$ cat config.mk
export PLATFORM = sky130hd
export DESIGN_NAME = comp42_serial_ctrl
export DESIGN_NICKNAME = d
export VERILOG_FILES = /design/src/rtl/comp42_serial_ctrl.sv
export SDC_FILE = /design/constraint.sdc
export NUM_CORES = 1
export LEC_CHECK = 0
export ABC_AREA = 1
export CAP_MARGIN = 20
export CORE_ASPECT_RATIO = 1.75
export CORE_MARGIN = 3
export CORE_UTILIZATION = 45
export CTS_BUF_LIST = sky130_fd_sc_hd__clkbuf_8
export CTS_CLUSTER_DIAMETER = 80
export DETAILED_ROUTE_END_ITERATION = 10
export PLACE_DENSITY_LB_ADDON = 0.1
export SLEW_MARGIN = 20
export SYNTH_ARGS = -nofsm -noshare
export SYNTH_HDL_FRONTEND = slang
export SYNTH_SLANG_ARGS = --single-unit
$ cat constraint.sdc
create_clock -name clk -period 2.7 [get_ports clk]
set_input_delay 0.54 -clock clk [delete_from_list [all_inputs] [get_ports clk]]
set_output_delay 0.54 -clock clk [all_outputs]
set_load 0.005 [all_outputs]
$ cat src/rtl/comp42_serial_ctrl.sv
// Bit-serial 4:2 reduction of four unsigned operands into a redundant sum/carry pair.
// Define COMP42_FINAL_ADD_EN to insert a one-cycle ADD state that forms the carry-propagate result.
module comp42_serial_ctrl #(
  parameter  int WIDTH = 8,
  localparam int CW    = $clog2(WIDTH + 1)
) (
  input  logic             clk,
  input  logic             rst_n,
  input  logic             in_valid,
  output logic             in_ready,
  input  logic [WIDTH-1:0] op_a,
  input  logic [WIDTH-1:0] op_b,
  input  logic [WIDTH-1:0] op_c,
  input  logic [WIDTH-1:0] op_d,
  input  logic             flush,
  output logic             out_valid,
  input  logic             out_ready,
  output logic [WIDTH:0]   sum_vec,
  output logic [WIDTH:0]   carry_vec,
  output logic [WIDTH+1:0] result,
  output logic             busy
);

  typedef enum logic [1:0] {
    S_IDLE = 2'd0,
    S_RUN  = 2'd1,
`ifdef COMP42_FINAL_ADD_EN
    S_ADD  = 2'd2,
`endif
    S_DONE = 2'd3
  } state_t;

  // One 4:2 compressor column: two chained full adders; {cout, carry, sum}.
  function automatic logic [2:0] compress42(input logic x1, input logic x2, input logic x3,
                                            input logic x4, input logic cin);
    logic s1, c1, s2, c2;
    s1 = x1 ^ x2 ^ x3;
    c1 = (x1 & x2) | (x1 & x3) | (x2 & x3);
    s2 = s1 ^ x4 ^ cin;
    c2 = (s1 & x4) | (s1 & cin) | (x4 & cin);
    return {c1, c2, s2};
  endfunction

  state_t           state_q, state_d;
  logic [CW-1:0]    col_q, col_d;
  logic             cin_q, cin_d;
  logic [WIDTH-1:0] a_q, a_d, b_q, b_d, c_q, c_d, d_q, d_d;
  logic [WIDTH:0]   sum_vec_q, sum_vec_d, carry_vec_q, carry_vec_d;
  logic             last_col;
  logic [2:0]       col_out;

  assign last_col = (col_q == CW'(WIDTH));

  // The extension column zeroes the operand bits so only the final Cin lands in it.
  assign col_out = compress42(a_q[0] & ~last_col, b_q[0] & ~last_col,
                              c_q[0] & ~last_col, d_q[0] & ~last_col, cin_q);

`ifdef COMP42_FINAL_ADD_EN
  logic [WIDTH+1:0] result_q, result_d;
  assign result = result_q;
`else
  assign result = '0;
`endif

  always_comb begin
    state_d     = state_q;
    col_d       = col_q;
    cin_d       = cin_q;
    a_d         = a_q;
    b_d         = b_q;
    c_d         = c_q;
    d_d         = d_q;
    sum_vec_d   = sum_vec_q;
    carry_vec_d = carry_vec_q;
`ifdef COMP42_FINAL_ADD_EN
    result_d    = result_q;
`endif
    if (flush && state_q != S_IDLE) begin
      state_d = S_IDLE;
    end else begin
      case (state_q)
        S_IDLE: begin
          if (in_valid) begin
            a_d         = op_a;
            b_d         = op_b;
            c_d         = op_c;
            d_d         = op_d;
            col_d       = '0;
            cin_d       = 1'b0;
            sum_vec_d   = '0;
            carry_vec_d = '0;
            state_d     = S_RUN;
          end
        end
        S_RUN: begin
          for (int i = 0; i <= WIDTH; i++) begin
            if (col_q == CW'(i)) begin
              sum_vec_d[i]   = col_out[0];
              carry_vec_d[i] = col_out[1];
            end
          end
          cin_d = col_out[2];
          a_d   = a_q >> 1;
          b_d   = b_q >> 1;
          c_d   = c_q >> 1;
          d_d   = d_q >> 1;
          col_d = col_q + CW'(1);
          if (last_col) begin
`ifdef COMP42_FINAL_ADD_EN
            state_d = S_ADD;
`else
            state_d = S_DONE;
`endif
          end
        end
`ifdef COMP42_FINAL_ADD_EN
        S_ADD: begin
          result_d = {1'b0, sum_vec_q} + {carry_vec_q, 1'b0};
          state_d  = S_DONE;
        end
`endif
        S_DONE: begin
          if (out_ready) state_d = S_IDLE;
        end
        default: state_d = S_IDLE;
      endcase
    end
  end

  always_ff @(posedge clk) begin
    if (!rst_n) begin
      state_q     <= S_IDLE;
      col_q       <= '0;
      cin_q       <= 1'b0;
      a_q         <= '0;
      b_q         <= '0;
      c_q         <= '0;
      d_q         <= '0;
      sum_vec_q   <= '0;
      carry_vec_q <= '0;
`ifdef COMP42_FINAL_ADD_EN
      result_q    <= '0;
`endif
    end else begin
      state_q     <= state_d;
      col_q       <= col_d;
      cin_q       <= cin_d;
      a_q         <= a_d;
      b_q         <= b_d;
      c_q         <= c_d;
      d_q         <= d_d;
      sum_vec_q   <= sum_vec_d;
      carry_vec_q <= carry_vec_d;
`ifdef COMP42_FINAL_ADD_EN
      result_q    <= result_d;
`endif
    end
  end

  assign in_ready  = (state_q == S_IDLE);
  assign out_valid = (state_q == S_DONE);
  assign busy      = (state_q != S_IDLE);
  assign sum_vec   = sum_vec_q;
  assign carry_vec = carry_vec_q;

endmodule

==> impl_metrics.json <==
{
  "outcome": "completed",
  "yosysTopAreaCell": "dfxtp_1",
  "place_congestion": 0.7518,
  "slowest_stage": "fa_1",
  "power.leakage_nw": 1.708,
  "synth.avg_cell_area_sq_um": 6.477,
  "fmax_ghz": 0.4002,
  "synth_edf_count": 0,
  "fp.coreArea_sq_um": 6018,
  "dp_hpwl_um": 4159,
  "pre_cts_ws_ps": 95.15,
  "synthTopCellsByCount": "155 x nand2_1, 93 x nor2_1, 57 x dfxtp_1",
  "final_layout_size_suffix_gt1_share_pct": 5.847,
  "postRouteAntennaNets": 0,
  "insertion_delay_ps": 340,
  "finalWorstSetupSlack_ps": 201.5,
  "critPathMaxFanout": 5,
  "worstSetupEndpointType": "flop",
  "rsz0062_at_grt": "false",
  "holdBufCountCts": 0,
  "synth_area_leaders": "dfxtp_1 40%, nand2_1 20%, nor2_1 12%, o21ai_0 5.4%, buf_4 3.7%",
  "overflow": 0,
  "io_buffers": 57,
  "grt_usage_pct": 17.45,
  "cts_buffers": 9,
  "postSynthCellCount": 442,
  "async_flop_share_pct": 0,
  "cts_tree": "done",
  "ys_warn_count": 0,
  "critPathKind": "reg2reg",
  "postCtsSetupBuffers": 0,
  "first_iter_violations": 151,
  "timing.max_cap.violations": 0,
  "fp.dieArea_sq_um": 7392,
  "ios": 68,
  "routedWlPerCell_um": 10.62,
  "cts.sinks": 57,
  "peakVddDrop_mv": 0.3389,
  "dr.pass1.iters": 4,
  "period_share_pct": 92.54,
  "synth-seq-cells": 57,
  "syn2layout_area_growth_pct": 24.43,
  "path_cells": "inv_1 -> ha_1 -> nand3_2 -> nand2_1 -> fa_1 -> inv_1 -> fa_1 -> nand2_1 -> inv_2 -> nor2_1 -> nor2_1",
  "nets": 535,
  "ys_seq_area_share_pct": 39.86,
  "start_kind": "flop",
  "wl_um": 6095,
  "via_count": 2670,
  "ctsRootBufferMaster": "clkbuf_8",
  "synthesis.area_sq_um": 2863,
  "setup_tns_ps": 0,
  "holdWs_ps": 467.3,
  "p_total_w": 0.002162,
  "synthDistinctLibCells": 24,
  "clkTransAtPathRegs_ps": 70,
  "avgViaCountPerCell": 4.652,
  "final_core_util_pct": 59.19,
  "grt_max_degree": 52,
  "drc": 0,
  "grt_pass1_wl_um": 10340,
  "maxSlewViolCount": 0,
  "die_h_um": 111.5,
  "fin_skew_ps": 6.771,
  "fp.dieW_um": 66.29,
  "synthMostInstantiatedCell": "nand2_1",
  "antenna_found_initial": 0,
  "slowest_delay_ps": 530,
  "finalCriticalPeriod_ps": 2498,
  "rows": 37,
  "p_per_area_nw_per_um2": 607.0,
  "synth_top_area_share_pct": 39.86,
  "grt_pass1_vias": 2398,
  "hold_viol": 0,
  "ctsHtreeMaxLevel": 3,
  "setup_viol": 0,
  "synth_flop_cell": "dfxtp_1",
  "cp_data_required_time_ps": 2970,
  "cp.arrival_ps": 2770,
  "cts_buffer_depth": 2,
  "start_util_pct": 47.57,
  "hold_path.class": "reg2reg",
  "antennaDiodeCount": 0
}
flip-flops by register name, summed over array words and instances (netlist names):
name and flops:
a_q 8, b_q 8, c_q 8, carry_vec 9, cin_q 1, col_q 4, d_q 8, state_q 2
sum_vec 9
cell type report:
| class | instances | area [sq um] |
|---|---|---|
| clock inverters | 5 | 23.77 |
| repair buffers | 61 | 613.1 |
| multi-input cells | 335 | 1441 |
| well taps | 78 | 97.59 |
| flip-flops and latches | 57 | 1141 |
| clock buffers | 10 | 137.6 |
| inverters | 28 | 107.6 |
| fillers | 600 | 2456 |
placed cells by master, fill, tap and decap left out, drive strengths merged, types with 10 or more instances in the layout:
cell type and count:
nand2 157, nor2 95, dfxtp 57, clkdlybuf4s50 57, o21ai 31, inv 29
a21oi 17, nand3 16, conb 10, clkbuf 10
where the power goes:
group | switching [W] | total [W] | internal, W
combinational | 0.000286 | 0.000518 | 0.000231
clock | 0.000323 | 0.000665 | 0.000342
sequential | 0.0000452 | 0.000980 | 0.000935
total | 0.000654 | 0.00216 | 0.00151
logic make-up after synthesis:
| family | count (synthesis) | synth area share, % |
|---|---|---|
| AND/OR/NAND/NOR | 270 | 36.93 |
| buffers and inverters | 59 | 11.23 |
| flip-flops | 57 | 39.86 |
| AO/OA/AOI/OAI | 48 | 8.392 |
| adder cells (fa/ha/maj) | 6 | 3.147 |
| XOR/XNOR | 1 | 0.3060 |
| other | 1 | 0.1310 |
worst max-delay path: cells and delay by family (launching register included):
family                     cells  cell delay [ps]
and+or+nand+nor                5              490
adders and majority gates      3             1280
DFF                            1              380
buffers and inverters          3              280
routing by layer:
| metal | routed length, um | up-vias | global-route usage (%) |
|---|---|---|---|
| li1 | - | 1432 | - |
| met1 | 2574 | 1171 | 19.25 |
| met2 | 3157 | 56 | 31.32 |
| met3 | 245 | 11 | 3.734 |
| met4 | 117 | 0 | 6.920 |
| met5 | 0 | - | 0 |
metrics by stage:
stage	instances	area, sq um
after floorplan	451	2897
after global placement	559	3393
after detailed placement	559	3393
after CTS	574	3555
after global routing	574	3562
final	574	3562
path summary, 6_finish.rpt:
| path | start | cells after the start | slack [ps] | endpoint |
|---|---|---|---|---|
| worst max-delay path | col_q[0] | 11 | 200 | sum_vec[8] |
| worst max register to register | col_q[0] | 11 | 200 | sum_vec[8] |
| worst min register to register | a_q[7] | 2 | 470 | a_q[7] |
| worst min-delay path | a_q[7] | 2 | 470 | a_q[7] |
repair_timing:
item | CTS | global route
hold endpoints to repair | 0 | 0
gates resized for setup | 0 | 3
endpoints found under the setup margin | 0 | 13
Power figures use the tool's default switching activity.
